===== src/rtl/mcu_tx_scheduler_if.sv =====
// Byte handshake between the MCU transmit scheduler and UART_TX.
interface mcu_tx_scheduler_if;
   logic       tx_dv;
   logic [7:0] tx_byte;
   logic       tx_active;
   logic       tx_done;

   modport master (output tx_dv, output tx_byte, input tx_active, input tx_done);
   modport slave  (input tx_dv, input tx_byte, output tx_active, output tx_done);
endinterface


===== src/rtl/mcu_tx_scheduler.sv =====
// Shares one UART_TX between fixed-priority request channels and a periodic
// keep-alive byte, with a per-transfer watchdog.
module mcu_tx_scheduler #(
   parameter int         NUM_REQ          = 4,
   parameter int         HEARTBEAT_CYCLES = 122880000,
   parameter logic [7:0] HEARTBEAT_BYTE   = 8'h25,
   parameter int         TIMEOUT_CYCLES   = 131072
) (
   input  logic                 clk,
   input  logic                 rst_l,
   input  logic [NUM_REQ-1:0]   req,
   input  logic [8*NUM_REQ-1:0] chan_byte,
   mcu_tx_scheduler_if.master   uart,
   output logic [NUM_REQ-1:0]   grant,
   output logic [NUM_REQ-1:0]   sent,
   output logic                 hb_sent,
   output logic                 busy,
   output logic                 err_timeout,
   input  logic                 err_clr
);

   localparam int HB_W = (HEARTBEAT_CYCLES > 0) ? $clog2(HEARTBEAT_CYCLES + 1) : 1;
   localparam int WD_W = (TIMEOUT_CYCLES > 1) ? $clog2(TIMEOUT_CYCLES + 1) : 1;
   localparam bit              HB_EN   = (HEARTBEAT_CYCLES != 0);
   localparam logic [HB_W-1:0] HB_LAST = HB_W'(HEARTBEAT_CYCLES - 1);
   localparam logic [WD_W-1:0] WD_LAST = WD_W'(TIMEOUT_CYCLES - 1);

   typedef enum logic [1:0] {
      IDLE      = 2'd0,
      START     = 2'd1,
      WAIT_DONE = 2'd2,
      GAP       = 2'd3
   } state_t;

   state_t              state_q, state_d;
   logic [NUM_REQ-1:0]  pending_q, pending_d;
   logic                tx_dv_q, tx_dv_d;
   logic [7:0]          tx_byte_q, tx_byte_d;
   logic [NUM_REQ-1:0]  grant_q, grant_d;
   logic [NUM_REQ-1:0]  sent_q, sent_d;
   logic                hb_sent_q, hb_sent_d;
   logic                busy_q, busy_d;
   logic                err_q, err_d;
   logic [HB_W-1:0]     hb_cnt_q, hb_cnt_d;
   logic [WD_W-1:0]     wd_cnt_q, wd_cnt_d;
   logic [NUM_REQ-1:0]  cur_oh_q, cur_oh_d;   // all-zero marks a keep-alive transfer

   logic [NUM_REQ-1:0]  pick_oh_s;
   logic [NUM_REQ-1:0]  clr_s;
   logic [7:0]          pick_byte_s;
   logic                err_set_s;

   // lowest set bit of pending is the winning channel
   assign pick_oh_s = pending_q & (~pending_q + NUM_REQ'(1));

   // next-state, arbitration, watchdog and keep-alive timing
   always_comb begin
      state_d     = state_q;
      tx_dv_d     = 1'b0;
      tx_byte_d   = tx_byte_q;
      grant_d     = '0;
      sent_d      = '0;
      hb_sent_d   = 1'b0;
      hb_cnt_d    = hb_cnt_q;
      wd_cnt_d    = wd_cnt_q;
      cur_oh_d    = cur_oh_q;
      clr_s       = '0;
      err_set_s   = 1'b0;
      pick_byte_s = 8'h00;
      for (int k = 0; k < NUM_REQ; k++) begin
         pick_byte_s = pick_byte_s | (chan_byte[8*k +: 8] & {8{pick_oh_s[k]}});
      end

      case (state_q)
         IDLE: begin
            if (pending_q != '0) begin
               tx_byte_d = pick_byte_s;
               tx_dv_d   = 1'b1;
               grant_d   = pick_oh_s;
               clr_s     = pick_oh_s;
               cur_oh_d  = pick_oh_s;
               wd_cnt_d  = '0;
               hb_cnt_d  = '0;
               state_d   = START;
            end else if (HB_EN && (hb_cnt_q == HB_LAST)) begin
               tx_byte_d = HEARTBEAT_BYTE;
               tx_dv_d   = 1'b1;
               cur_oh_d  = '0;
               wd_cnt_d  = '0;
               hb_cnt_d  = '0;
               state_d   = START;
            end else if (HB_EN) begin
               hb_cnt_d = hb_cnt_q + HB_W'(1);
            end else begin
               hb_cnt_d = '0;
            end
         end
         START: begin
            if (wd_cnt_q == WD_LAST) begin
               err_set_s = 1'b1;
               state_d   = GAP;
            end else begin
               wd_cnt_d = wd_cnt_q + WD_W'(1);
               if (uart.tx_active) begin
                  state_d = WAIT_DONE;
               end else begin
                  state_d = START;
               end
            end
         end
         WAIT_DONE: begin
            if (wd_cnt_q == WD_LAST) begin
               err_set_s = 1'b1;
               state_d   = GAP;
            end else begin
               wd_cnt_d = wd_cnt_q + WD_W'(1);
               if (uart.tx_done) begin
                  sent_d    = cur_oh_q;
                  hb_sent_d = (cur_oh_q == '0);
                  state_d   = GAP;
               end else begin
                  state_d = WAIT_DONE;
               end
            end
         end
         GAP: begin
            // wait for UART_TX to be fully idle so the next tx_dv is not lost
            if (!uart.tx_done && !uart.tx_active) begin
               state_d = IDLE;
            end else begin
               state_d = GAP;
            end
         end
         default: begin
            state_d = IDLE;
         end
      endcase

      pending_d = (pending_q & ~clr_s) | req;
      err_d     = err_set_s | (err_q & ~err_clr);
      busy_d    = (state_d != IDLE);
   end

   // state and output registers with synchronous active-low reset
   always_ff @(posedge clk) begin
      if (!rst_l) begin
         state_q   <= IDLE;
         pending_q <= '0;
         tx_dv_q   <= 1'b0;
         tx_byte_q <= 8'h00;
         grant_q   <= '0;
         sent_q    <= '0;
         hb_sent_q <= 1'b0;
         busy_q    <= 1'b0;
         err_q     <= 1'b0;
         hb_cnt_q  <= '0;
         wd_cnt_q  <= '0;
         cur_oh_q  <= '0;
      end else begin
         state_q   <= state_d;
         pending_q <= pending_d;
         tx_dv_q   <= tx_dv_d;
         tx_byte_q <= tx_byte_d;
         grant_q   <= grant_d;
         sent_q    <= sent_d;
         hb_sent_q <= hb_sent_d;
         busy_q    <= busy_d;
         err_q     <= err_d;
         hb_cnt_q  <= hb_cnt_d;
         wd_cnt_q  <= wd_cnt_d;
         cur_oh_q  <= cur_oh_d;
      end
   end

   assign uart.tx_dv   = tx_dv_q;
   assign uart.tx_byte = tx_byte_q;
   assign grant        = grant_q;
   assign sent         = sent_q;
   assign hb_sent      = hb_sent_q;
   assign busy         = busy_q;
   assign err_timeout  = err_q;

endmodule

===== src/flat_wrapper.sv =====
// flat-port wrapper written by rule: the top's interface ports become plain ports
module mcu_tx_scheduler_flat 
#(
   parameter int         NUM_REQ          = 4,
   parameter int         HEARTBEAT_CYCLES = 122880000,
   parameter logic [7:0] HEARTBEAT_BYTE   = 8'h25,
   parameter int         TIMEOUT_CYCLES   = 131072
)
  (clk, rst_l, req, chan_byte, grant, sent, hb_sent, busy, err_timeout, err_clr, uart_tx_dv, uart_tx_byte, uart_tx_active, uart_tx_done);
  mcu_tx_scheduler_if uart_i ();
  input  logic clk;
  input  logic rst_l;
  input  logic [NUM_REQ-1:0] req;
  input  logic [8*NUM_REQ-1:0] chan_byte;
  output logic [NUM_REQ-1:0] grant;
  output logic [NUM_REQ-1:0] sent;
  output logic hb_sent;
  output logic busy;
  output logic err_timeout;
  input  logic err_clr;
  output wire logic [$bits(uart_i.tx_dv)-1:0] uart_tx_dv;
  output wire logic [$bits(uart_i.tx_byte)-1:0] uart_tx_byte;
  input wire logic [$bits(uart_i.tx_active)-1:0] uart_tx_active;
  input wire logic [$bits(uart_i.tx_done)-1:0] uart_tx_done;
  assign uart_tx_dv = uart_i.tx_dv;
  assign uart_tx_byte = uart_i.tx_byte;
  assign uart_i.tx_active = uart_tx_active;
  assign uart_i.tx_done = uart_tx_done;
  mcu_tx_scheduler #(.NUM_REQ(NUM_REQ), .HEARTBEAT_CYCLES(HEARTBEAT_CYCLES), .HEARTBEAT_BYTE(HEARTBEAT_BYTE), .TIMEOUT_CYCLES(TIMEOUT_CYCLES)) u_core (.clk(clk), .rst_l(rst_l), .req(req), .chan_byte(chan_byte), .uart(uart_i), .grant(grant), .sent(sent), .hb_sent(hb_sent), .busy(busy), .err_timeout(err_timeout), .err_clr(err_clr));
endmodule

===== config.mk =====
export PLATFORM = sky130hd
export DESIGN_NAME = mcu_tx_scheduler_flat
export DESIGN_NICKNAME = d
export VERILOG_FILES = /design/src/rtl/mcu_tx_scheduler_if.sv /design/src/rtl/mcu_tx_scheduler.sv /design/src/flat_wrapper.sv
export SDC_FILE = /design/constraint.sdc
export NUM_CORES = 1
export LEC_CHECK = 0
export CAP_MARGIN = 20
export CORE_AREA = 8 8 105 78
export DETAILED_ROUTE_END_ITERATION = 12
export DIE_AREA = 0 0 113 86
export GPL_ROUTABILITY_DRIVEN = 0
export PLACE_DENSITY = 0.83
export REMOVE_ABC_BUFFERS = 1
export SYNTH_ARGS = -nofsm -noshare
export SYNTH_HDL_FRONTEND = slang
export SYNTH_SLANG_ARGS = --single-unit

===== constraint.sdc =====
create_clock -name clk -period 4.25 [get_ports clk]
set_clock_uncertainty 0.05 [all_clocks]
set_input_delay 0.85 -clock clk [delete_from_list [all_inputs] [get_ports clk]]
set_output_delay 0.85 -clock clk [all_outputs]
set_load 0.05 [all_outputs]

==> results of run 1 <==
Yosys cell counts, drive strengths merged, types with 2 or more instances:
library cell  count
o41ai             2
and4b             2
nor3             12
and4              8
xor2              6
dfxtp            75
inv               9
o21a              2
a311oi            3
nor2             50
nand3            19
a21o              4
nand2            33
nor3b             5
a21oi            16
and2              8
o21ai            16
o2bb2ai           5
o311ai            2
nor4             13
a221oi            9
ha                6
nor2b             4
xnor2            19
o221a            13
a22oi             8
buf               8
or3               5
or2               4
and3              6
nand2b            4
clkbuf           12
nand4            15
where the power goes:
group	internal [mW]	switching, mW
clock network	0.407	0.254
logic	0.253	0.522
registers	0.772	0.0602
total	1.43	0.836
worst max-delay path by stage:
stage,to,slack (ns)
after floorplan,u_core.wd_cnt_q[2],2.01
after global routing,u_core.hb_cnt_q[10],1.38
after CTS,u_core.hb_cnt_q[10],1.61
final,u_core.hb_cnt_q[8],1.60
after detailed placement,u_core.cur_oh_q[0],1.28
after global placement,u_core.cur_oh_q[0],1.37
final cells by class:
type,instances,area (µm²)
clock inverter,4,97.59
fill,507,2073
tap,81,101.3
timing repair buffer,62,615.6
sequential,75,1501
clock buffer,12,145.1
multi-input combinational,310,1997
inverter,10,37.54
layout by cell type, fill, tap and decap left out, drive strengths merged, types with 5 or more instances in the layout:
master,instances
a21oi,16
a221oi,9
a22oi,8
and2,8
and3,6
and4,8
clkbuf,12
clkdlybuf4s50,60
dfxtp,75
ha,6
inv,9
nand2,33
nand3,19
nand4,15
nor2,50
nor3,12
nor3b,5
nor4,13
o21ai,16
o221a,13
o2bb2ai,5
or3,5
xnor2,19
xor2,6
per-layer routing:
metal	wire length (µm)	up-vias	part of all wire [%]
li1	-	1639	-
met1	4036	1553	44
met2	4129	126	45
met3	860	15	9.4
met4	131	0	1.4
met5	0	-	0
worst max-delay path, cell delays in order (launching register included):
cell and delay, ns:
dfxtp_1 0.33, inv_1 0.11, ha_1 0.69, inv_1 0.27, o21ai_2 0.87, nor2_1 0.17
state kept, by name, indices dropped and copies added, names as in the netlist, 2 cells and up:
name                 flops
u_core.hb_cnt_q         27
u_core.wd_cnt_q         18
u_core.uart.tx_byte      8
u_core.cur_oh_q          4
u_core.grant             4
u_core.pending_q         4
u_core.sent              4
u_core.state_q           2
kinds of logic after synthesis:
| family | after synthesis |
|---|---|
| AOI/OAI and AO/OA | 89 |
| xor gates and xnor gates | 25 |
| adders and majority gates | 6 |
| buffers and inverters | 30 |
| DFF | 75 |
| and+or+nand+nor | 190 |
==> flow_summary.json, run 1 <==
{
  "synth_top_area_share_pct": 41.37,
  "fmax_mhz": 377.6,
  "grt_start_max_net_pins": 27,
  "cts_resized": 0,
  "synth_mux_area_share_pct": 0,
  "finalSetupTns_ns": 0,
  "dieArea_mm2": 0.009718,
  "final_cells": 554,
  "area_delta_synth_final_pct": 23.85,
  "finalSetupViolations": 0,
  "drt_iter0_drc": 259,
  "irDropWorstVdd_mv": 0.2529,
  "ys_seq_area_share_pct": 41.37,
  "top_level_ports": 61,
  "synth_area_leader_cell": "dfxtp_1",
  "drt_wl_total_mm": 9.158,
  "diodes": 0,
  "drc": 0,
  "synth_ff_type": "dfxtp_1",
  "io_buffer_count": 60,
  "hold_path.class": "reg -> reg",
  "required_ns": 4.38,
  "synthCells": 415,
  "track_usage_pct": 19.51,
  "clk-insertion-delay-late_ns": 0.34,
  "ff2ff_path_depth": 5,
  "post-route-cell-area_mm2": 0.004496,
  "min_from": "u_core.cur_oh_q[2]",
  "hold_path_depth": 1,
  "hold_buffers": 0,
  "busiest_layer": "met2",
  "cp.arrival_ns": 2.78,
  "grtUsageMet1_pct": 22.99,
  "grt.met3_usage_pct": 8.836,
  "outcome": "complete, no violations",
  "first_pass_iters": 5,
  "grt_pass1_vias": 3312,
  "grt_pass1_wl_mm": 15.64,
  "maxCapViolCount": 0,
  "cts_made_buffers": 9,
  "synth_top_family_by_area": "simple AND/OR/NAND/NOR gates",
  "min_to": "u_core.cur_oh_q[2]",
  "async_reset_ff_share_pct": 0,
  "dp.cells": 538,
  "die_h_um": 86,
  "min_period_over_period_pct": 62.32,
  "setup_ws_ns": 1.601,
  "path_class": "reg -> reg",
  "p_leak_nw": 1.542,
  "nNetsFinal": 515,
  "cts_sinks": 75,
  "rows": 25,
  "ant_nets": 0,
  "placed_cell_area_mm2": 0.004253,
  "clockBufferDepth": 2,
  "dp_slack_ns": 1.284,
  "max_slew.worst_pin.slew_ns": 1.018,
  "power.density_mw_per_mm2": 504.3,
  "clock-root-buffer": "clkbuf_8",
  "synth.area.top_cells": "dfxtp_1 41%, nor2_1 5.2%, xnor2_1 4.6%",
  "synth.avg_cell_area_um2": 8.746,
  "fin_hold_ws_ns": 0.4199,
  "cp-startpoint": "u_core.state_q[0]",
  "synthAdderAreaFrac_pct": 2.068,
  "path_clk_slew_ns": 0.08,
  "ys_warn_count": 0,
  "cts_setup_buffers": 0,
  "path_max_fanout": 26,
  "fin_util_pct": 68.44,
  "core_mm2": 0.006569,
  "r2r_slack_ns": 1.60,
  "hpwl_mm": 6.439,
  "crit_path_end_kind": "register",
  "critPathLaunchType": "register",
  "slew_viol_final": 0,
  "synth-xor-area-share_pct": 6.032,
  "synth_edf_count": 0,
  "reg2reg_from": "u_core.state_q[0]",
  "rsz0062_at_grt": "no",
  "synth-simple-area-share_pct": 27.99,
  "antenna_found_initial": 0,
  "syn-cell-area_mm2": 0.003630,
  "drive_above_1_share_pct": 6.131,
  "vias": 3333,
  "r2r_end": "u_core.hb_cnt_q[8]",
  "wl_per_cell_um": 16.53,
  "cts_tree": "built",
  "grt-ovfl-total": 0,
  "h-tree-depth": 3,
  "finalCriticalPeriod_ns": 2.649,
  "synth.distinct_cells": 55,
  "p_total_mw": 2.267,
  "met2_usage_pct": 30.87,
  "via_per_inst": 6.016,
  "synth_compound_area_share_pct": 18.92,
  "max-slew-margin-rel_pct": 32.13,
  "dieWidth_um": 113,
  "start_util_pct": 55.26,
  "finalHoldViolations": 0,
  "ys_seq_elements": 75
}
Note: power is estimated with default switching activity, not from simulation.
==> run 2, diff against run 1 <==
--- a/config.mk
+++ b/config.mk
@@ -6,11 +6,11 @@
 export NUM_CORES = 1
 export LEC_CHECK = 0
 export CAP_MARGIN = 20
-export CORE_AREA = 8 8 105 78
+export CORE_AREA = 8 8 113 84
 export DETAILED_ROUTE_END_ITERATION = 12
-export DIE_AREA = 0 0 113 86
+export DIE_AREA = 0 0 121 92
 export GPL_ROUTABILITY_DRIVEN = 0
-export PLACE_DENSITY = 0.83
+export PLACE_DENSITY = 0.75
 export REMOVE_ABC_BUFFERS = 1
 export SYNTH_ARGS = -nofsm -noshare
 export SYNTH_HDL_FRONTEND = slang
==> constraint.sdc (replaced) <==
create_clock -name clk -period 2.2 [get_ports clk]
set_clock_uncertainty 0.05 [all_clocks]
set_input_delay 0.44 -clock clk [delete_from_list [all_inputs] [get_ports clk]]
set_output_delay 0.44 -clock clk [all_outputs]
set_load 0.05 [all_outputs]
==> run 2 against run 1 <==
Wire length about the same. Power grew 91%. Clock-buffer cell count fell by 3. Die area up 15%. Final area is 4.6% higher. Worst hold slack lost 0.00077 ns. Core utilization is 7.1 points lower. Clock power grew 56%. Maximum frequency increased by 26%. Setup slack lost 1.5 ns. Via count shrank 0.51%. Critical path depth rose by 2.
==> flow_summary.json, run 2 (synthesized netlist as in run 1, its figures left out) <==
{
  "slew_viol_final": 0,
  "layout_commonest_cell": "dfxtp_1",
  "required_ns": 2.41,
  "crit_path_end_kind": "register",
  "met2_usage_pct": 24.92,
  "area_delta_synth_final_pct": 29.51,
  "dieWidth_um": 121,
  "p_total_mw": 4.332,
  "finalCriticalPeriod_ns": 2.104,
  "dp.cells": 583,
  "ant_nets": 0,
  "cp.arrival_ns": 2.31,
  "hold_buffers": 0,
  "busiest_layer": "met2",
  "grtUsageMet1_pct": 20.65,
  "irDropWorstVdd_mv": 0.5237,
  "outcome": "complete, no violations",
  "h-tree-depth": 3,
  "power.density_mw_per_mm2": 921.6,
  "hpwl_mm": 6.790,
  "grt-ovfl-total": 0,
  "first_pass_iters": 5,
  "p_leak_nw": 1.654,
  "vias": 3316,
  "cp-startpoint": "u_core.hb_cnt_q[1]",
  "finalSetupViolations": 0,
  "finalHoldViolations": 0,
  "grt_pass1_vias": 3175,
  "clockBufferDepth": 2,
  "post-route-cell-area_mm2": 0.004701,
  "path_clk_slew_ns": 0.09,
  "drive_above_1_share_pct": 12.83,
  "path_class": "reg -> reg",
  "grt.met3_usage_pct": 8.512,
  "drt_iter0_drc": 241,
  "max-slew-margin-rel_pct": 52.10,
  "track_usage_pct": 16.65,
  "io_buffer_count": 60,
  "via_per_inst": 5.527,
  "cts_sinks": 75,
  "critPathLaunchType": "register",
  "die_h_um": 92,
  "largest_reg_flops": 27,
  "core_mm2": 0.007669,
  "path_max_fanout": 14,
  "min_from": "u_core.cur_oh_q[0]",
  "hold_path.class": "reg -> reg",
  "max_slew.worst_pin.slew_ns": 0.7185,
  "top_register": "u_core.hb_cnt_q",
  "reg2reg_from": "u_core.hb_cnt_q[1]",
  "grt_start_max_net_pins": 27,
  "wl_per_cell_um": 15.27,
  "min_period_over_period_pct": 95.65,
  "grt_pass1_wl_mm": 15.25,
  "drt_wl_total_mm": 9.163,
  "placed_cell_area_mm2": 0.004466,
  "cts_made_buffers": 9,
  "maxCapViolCount": 0,
  "start_util_pct": 47.33,
  "diodes": 0,
  "rows": 27,
  "top_level_ports": 61,
  "nNetsFinal": 541,
  "finalSetupTns_ns": 0,
  "drc": 0,
  "dieArea_mm2": 0.01113,
  "cts_tree": "built",
  "antenna_found_initial": 0,
  "final_cells": 600,
  "final_cell_mix": "74 x dfxtp_1, 60 x clkdlybuf4s50_1, 50 x nor2_1, 33 x nand2_1, 28 x buf_4",
  "fmax_mhz": 475.2,
  "clk-insertion-delay-late_ns": 0.35,
  "clock-root-buffer": "clkbuf_8"
}
==> run 2: cell type report <==
cell class / count / area (µm²)
timing repair buffer: 88 / 810.8
fill: 643 / 2968
sequential: 75 / 1503
multi-input combinational: 310 / 2029
tap: 101 / 126.4
inverter: 10 / 37.54
clock buffer: 9 / 123.9
clock inverter: 7 / 70.07
==> run 2: final timing paths <==
kind                                       endpoint  slack [ns]  cells after the start
worst max-delay path            u_core.wd_cnt_q[10]         0.1                      7
worst min register to register   u_core.cur_oh_q[0]        0.42                      1
worst min-delay path             u_core.cur_oh_q[0]        0.42                      1
worst max register to register  u_core.wd_cnt_q[10]         0.1                      7
==> run 2: critical path, cell delays in order, from the launching register on <==
cell      delay, ns
dfxtp_2        0.36
ha_1           0.18
and4b_1        0.21
nand4_1        0.16
o21ba_2        0.27
buf_4          0.19
or3_1          0.35
a221oi_1       0.24
==> run 2: repair_timing <==
| item | 4_1_cts | 5_1_grt |
|---|---|---|
| gates cloned | 0 | 0 |
| setup endpoints to repair | 26 | 19 |
| pin swaps | 0 | 1 |
| resized for setup | 1 | 8 |
| setup buffers | 0 | 1 |
==> run 2: where the power goes <==
part           internal [mW]  leakage (nW)  switching [mW]  total [mW]
logic                  0.648         0.950            1.07        1.72
registers               1.49         0.609          0.0931        1.58
clock network          0.440        0.0955           0.585        1.03
total                   2.58          1.65            1.75        4.33
==> run 2: per-layer routing <==
metal | wire, µm | vias up
met3 | 911 | 2
met1 | 4200 | 1514
met5 | 0 | -
met2 | 4021 | 105
li1 | - | 1695
met4 | 29 | 0
==> run 2: stage by stage <==
| stage | setup slack, ns | hold WS, ns | util (%) |
|---|---|---|---|
| 2_1_floorplan | -0.04060 | 0.3817 | - |
| 3_3_place_gp | 0.03182 | 0.3936 | 58.23 |
| 3_5_place_dp | -0.1138 | 0.3992 | 58.23 |
| 4_1_cts | 0.01691 | 0.4219 | 60.86 |
| 5_1_grt | -0.007034 | 0.4470 | 61.30 |
| 6_report | 0.09579 | 0.4191 | 61.30 |
==> run 3, diff against run 2 <==
--- a/config.mk
+++ b/config.mk
@@ -6,9 +6,9 @@
 export NUM_CORES = 1
 export LEC_CHECK = 0
 export CAP_MARGIN = 20
-export CORE_AREA = 8 8 113 84
+export CORE_AREA = 8 8 96 98
 export DETAILED_ROUTE_END_ITERATION = 12
-export DIE_AREA = 0 0 121 92
+export DIE_AREA = 0 0 104 106
 export GPL_ROUTABILITY_DRIVEN = 0
 export PLACE_DENSITY = 0.75
 export REMOVE_ABC_BUFFERS = 1
==> run 3 against run 2 <==
Worst hold slack lost 0.0022 ns. Setup slack gained 0.0030 ns. Final area shrank 1.1%. Sequential share of layout area grew 0.35 points. Register-to-register slack is essentially flat.
==> flow_summary.json, run 3 (synthesized netlist as in run 1, its figures left out) <==
{
  "outcome": "complete, no violations",
  "critPathCapture": "u_core.wd_cnt_q[6]",
  "routed.top_layer": "met4",
  "final_cell_mix": "74 x dfxtp_1, 60 x clkdlybuf4s50_1, 50 x nor2_1, 33 x nand2_1",
  "drt_iter0_drc": 170,
  "p_total_mw": 4.409,
  "grt_pass1_wl_mm": 15.59,
  "grt_start_max_net_pins": 27,
  "drive_above_1_share_pct": 10.66,
  "slew_viol_final": 0,
  "clockBufferDepth": 2,
  "final_cells": 593,
  "wl_met2_mm": 4.823,
  "critPathMaxStageDelay_ns": 0.38,
  "worst_path_dominant_cell_family": "simple AND/OR/NAND/NOR gates",
  "cts_sinks": 75,
  "fin_hold_ws_ns": 0.4170,
  "cp.arrival_ns": 2.34,
  "finalCriticalPeriod_ns": 2.101,
  "start_util_pct": 46.27,
  "crit_path_end_kind": "register",
  "drc": 0,
  "core_mm2": 0.007845,
  "post-route-cell-area_mm2": 0.004649,
  "finalSetupViolations": 0,
  "p_leak_nw": 1.612,
  "met1_length_mm": 4.180,
  "wl_met3_um": 222,
  "wl_per_cell_um": 15.76,
  "track_usage_pct": 16.85,
  "max-slew-margin-rel_pct": 48.24,
  "dieWidth_um": 104,
  "r2r_end": "u_core.wd_cnt_q[6]",
  "max_slew.worst_pin.slew_ns": 0.7764,
  "setup_ws_ns": 0.09878,
  "drt_wl_total_mm": 9.347,
  "diodes": 0,
  "die_h_um": 106,
  "ant_nets": 0,
  "placed_cell_area_mm2": 0.004408,
  "vias": 3336,
  "path_class": "reg -> reg",
  "min_period_over_period_pct": 95.51,
  "layout_commonest_cell": "dfxtp_1",
  "hpwl_mm": 6.881,
  "grt_pass1_vias": 3224,
  "fin_util_pct": 59.27,
  "cp-startpoint": "u_core.hb_cnt_q[1]",
  "required_ns": 2.44,
  "io_buffer_count": 60,
  "via_per_inst": 5.626,
  "min_from": "u_core.uart.tx_byte[7]",
  "irDropWorstVdd_mv": 0.6734,
  "clock-root-buffer": "clkbuf_8",
  "fmax_mhz": 475.9,
  "maxCapViolCount": 0,
  "antenna_found_initial": 0,
  "hold_path.class": "reg -> reg",
  "cp.depth": 7,
  "ff2ff_path_depth": 7,
  "rows": 33,
  "path_clk_slew_ns": 0.08,
  "largest_reg_flops": 27,
  "reg2reg_from": "u_core.hb_cnt_q[1]",
  "hold_buffers": 0,
  "dp.cells": 577,
  "r2r_slack_ns": 0.1,
  "critPathLaunchType": "register",
  "path_max_fanout": 12,
  "nNetsFinal": 530,
  "crit_buf_inv": 1,
  "cts_made_buffers": 9,
  "top_level_ports": 61,
  "clk-insertion-delay-late_ns": 0.35,
  "finalHoldViolations": 0,
  "slowest_stage": "dfxtp_1",
  "cts_tree": "built",
  "cp_cell_sequence": "ha_1 -> and4b_1 -> nand4_1 -> o21ba_4 -> buf_4 -> nor4_2 -> o221a_1",
  "power.density_mw_per_mm2": 948.3,
  "h-tree-depth": 3,
  "dieArea_mm2": 0.01102,
  "top_register": "u_core.hb_cnt_q",
  "grt-ovfl-total": 0,
  "first_pass_iters": 4,
  "cts_setup_buffers": 0,
  "finalSetupTns_ns": 0,
  "dp_slack_ns": -0.01625,
  "area_delta_synth_final_pct": 28.09
}
[run 3: report_power, final]
part | switching, mW | leakage (nW) | internal, mW
clock | 0.510 | 0.108 | 0.613
sequential | 0.0854 | 0.609 | 1.49
combinational | 1.07 | 0.894 | 0.638
total | 1.67 | 1.61 | 2.74
[run 3: worst min path at each step]
stage | cells past startpoint | slack [ns] | endpoint
2_1_floorplan | 1 | 0.38 | u_core.cur_oh_q[1]
3_3_place_gp | 1 | 0.39 | u_core.cur_oh_q[1]
3_5_place_dp | 1 | 0.40 | u_core.uart.tx_byte[1]
4_1_cts | 1 | 0.42 | u_core.uart.tx_byte[1]
5_1_grt | 1 | 0.44 | u_core.cur_oh_q[1]
6_report | 1 | 0.42 | u_core.uart.tx_byte[7]
[run 3: what timing repair did]
item                                   in CTS  in global routing
resized for setup                           1                  6
endpoints found under the hold margin       0                  0
setup endpoints to repair                  12                  8
pin swaps                                   0                  1
[run 3: worst register-to-register path, stage by stage (launching register included)]
cell and delay [ns]:
dfxtp_1 0.38, ha_1 0.22, and4b_1 0.22, nand4_1 0.21, o21ba_4 0.29, buf_4 0.19
nor4_2 0.28, o221a_1 0.21
[run 3: cell type report]
type	count	area (µm²)
Fill cell	689	3196
Multi-Input combinational cell	310	2024
Sequential cell	75	1503
Timing Repair Buffer	77	740.7
Clock buffer	12	165.2
Tap cell	105	131.4
Clock inverter	4	47.55
Inverter	10	37.54
[run 3: per-layer routing]
layer  up-vias  track usage (%)
li1       1666                -
met1      1603            20.18
met2        55            29.79
met3        12            2.541
met4         0            6.618
met5         -                0
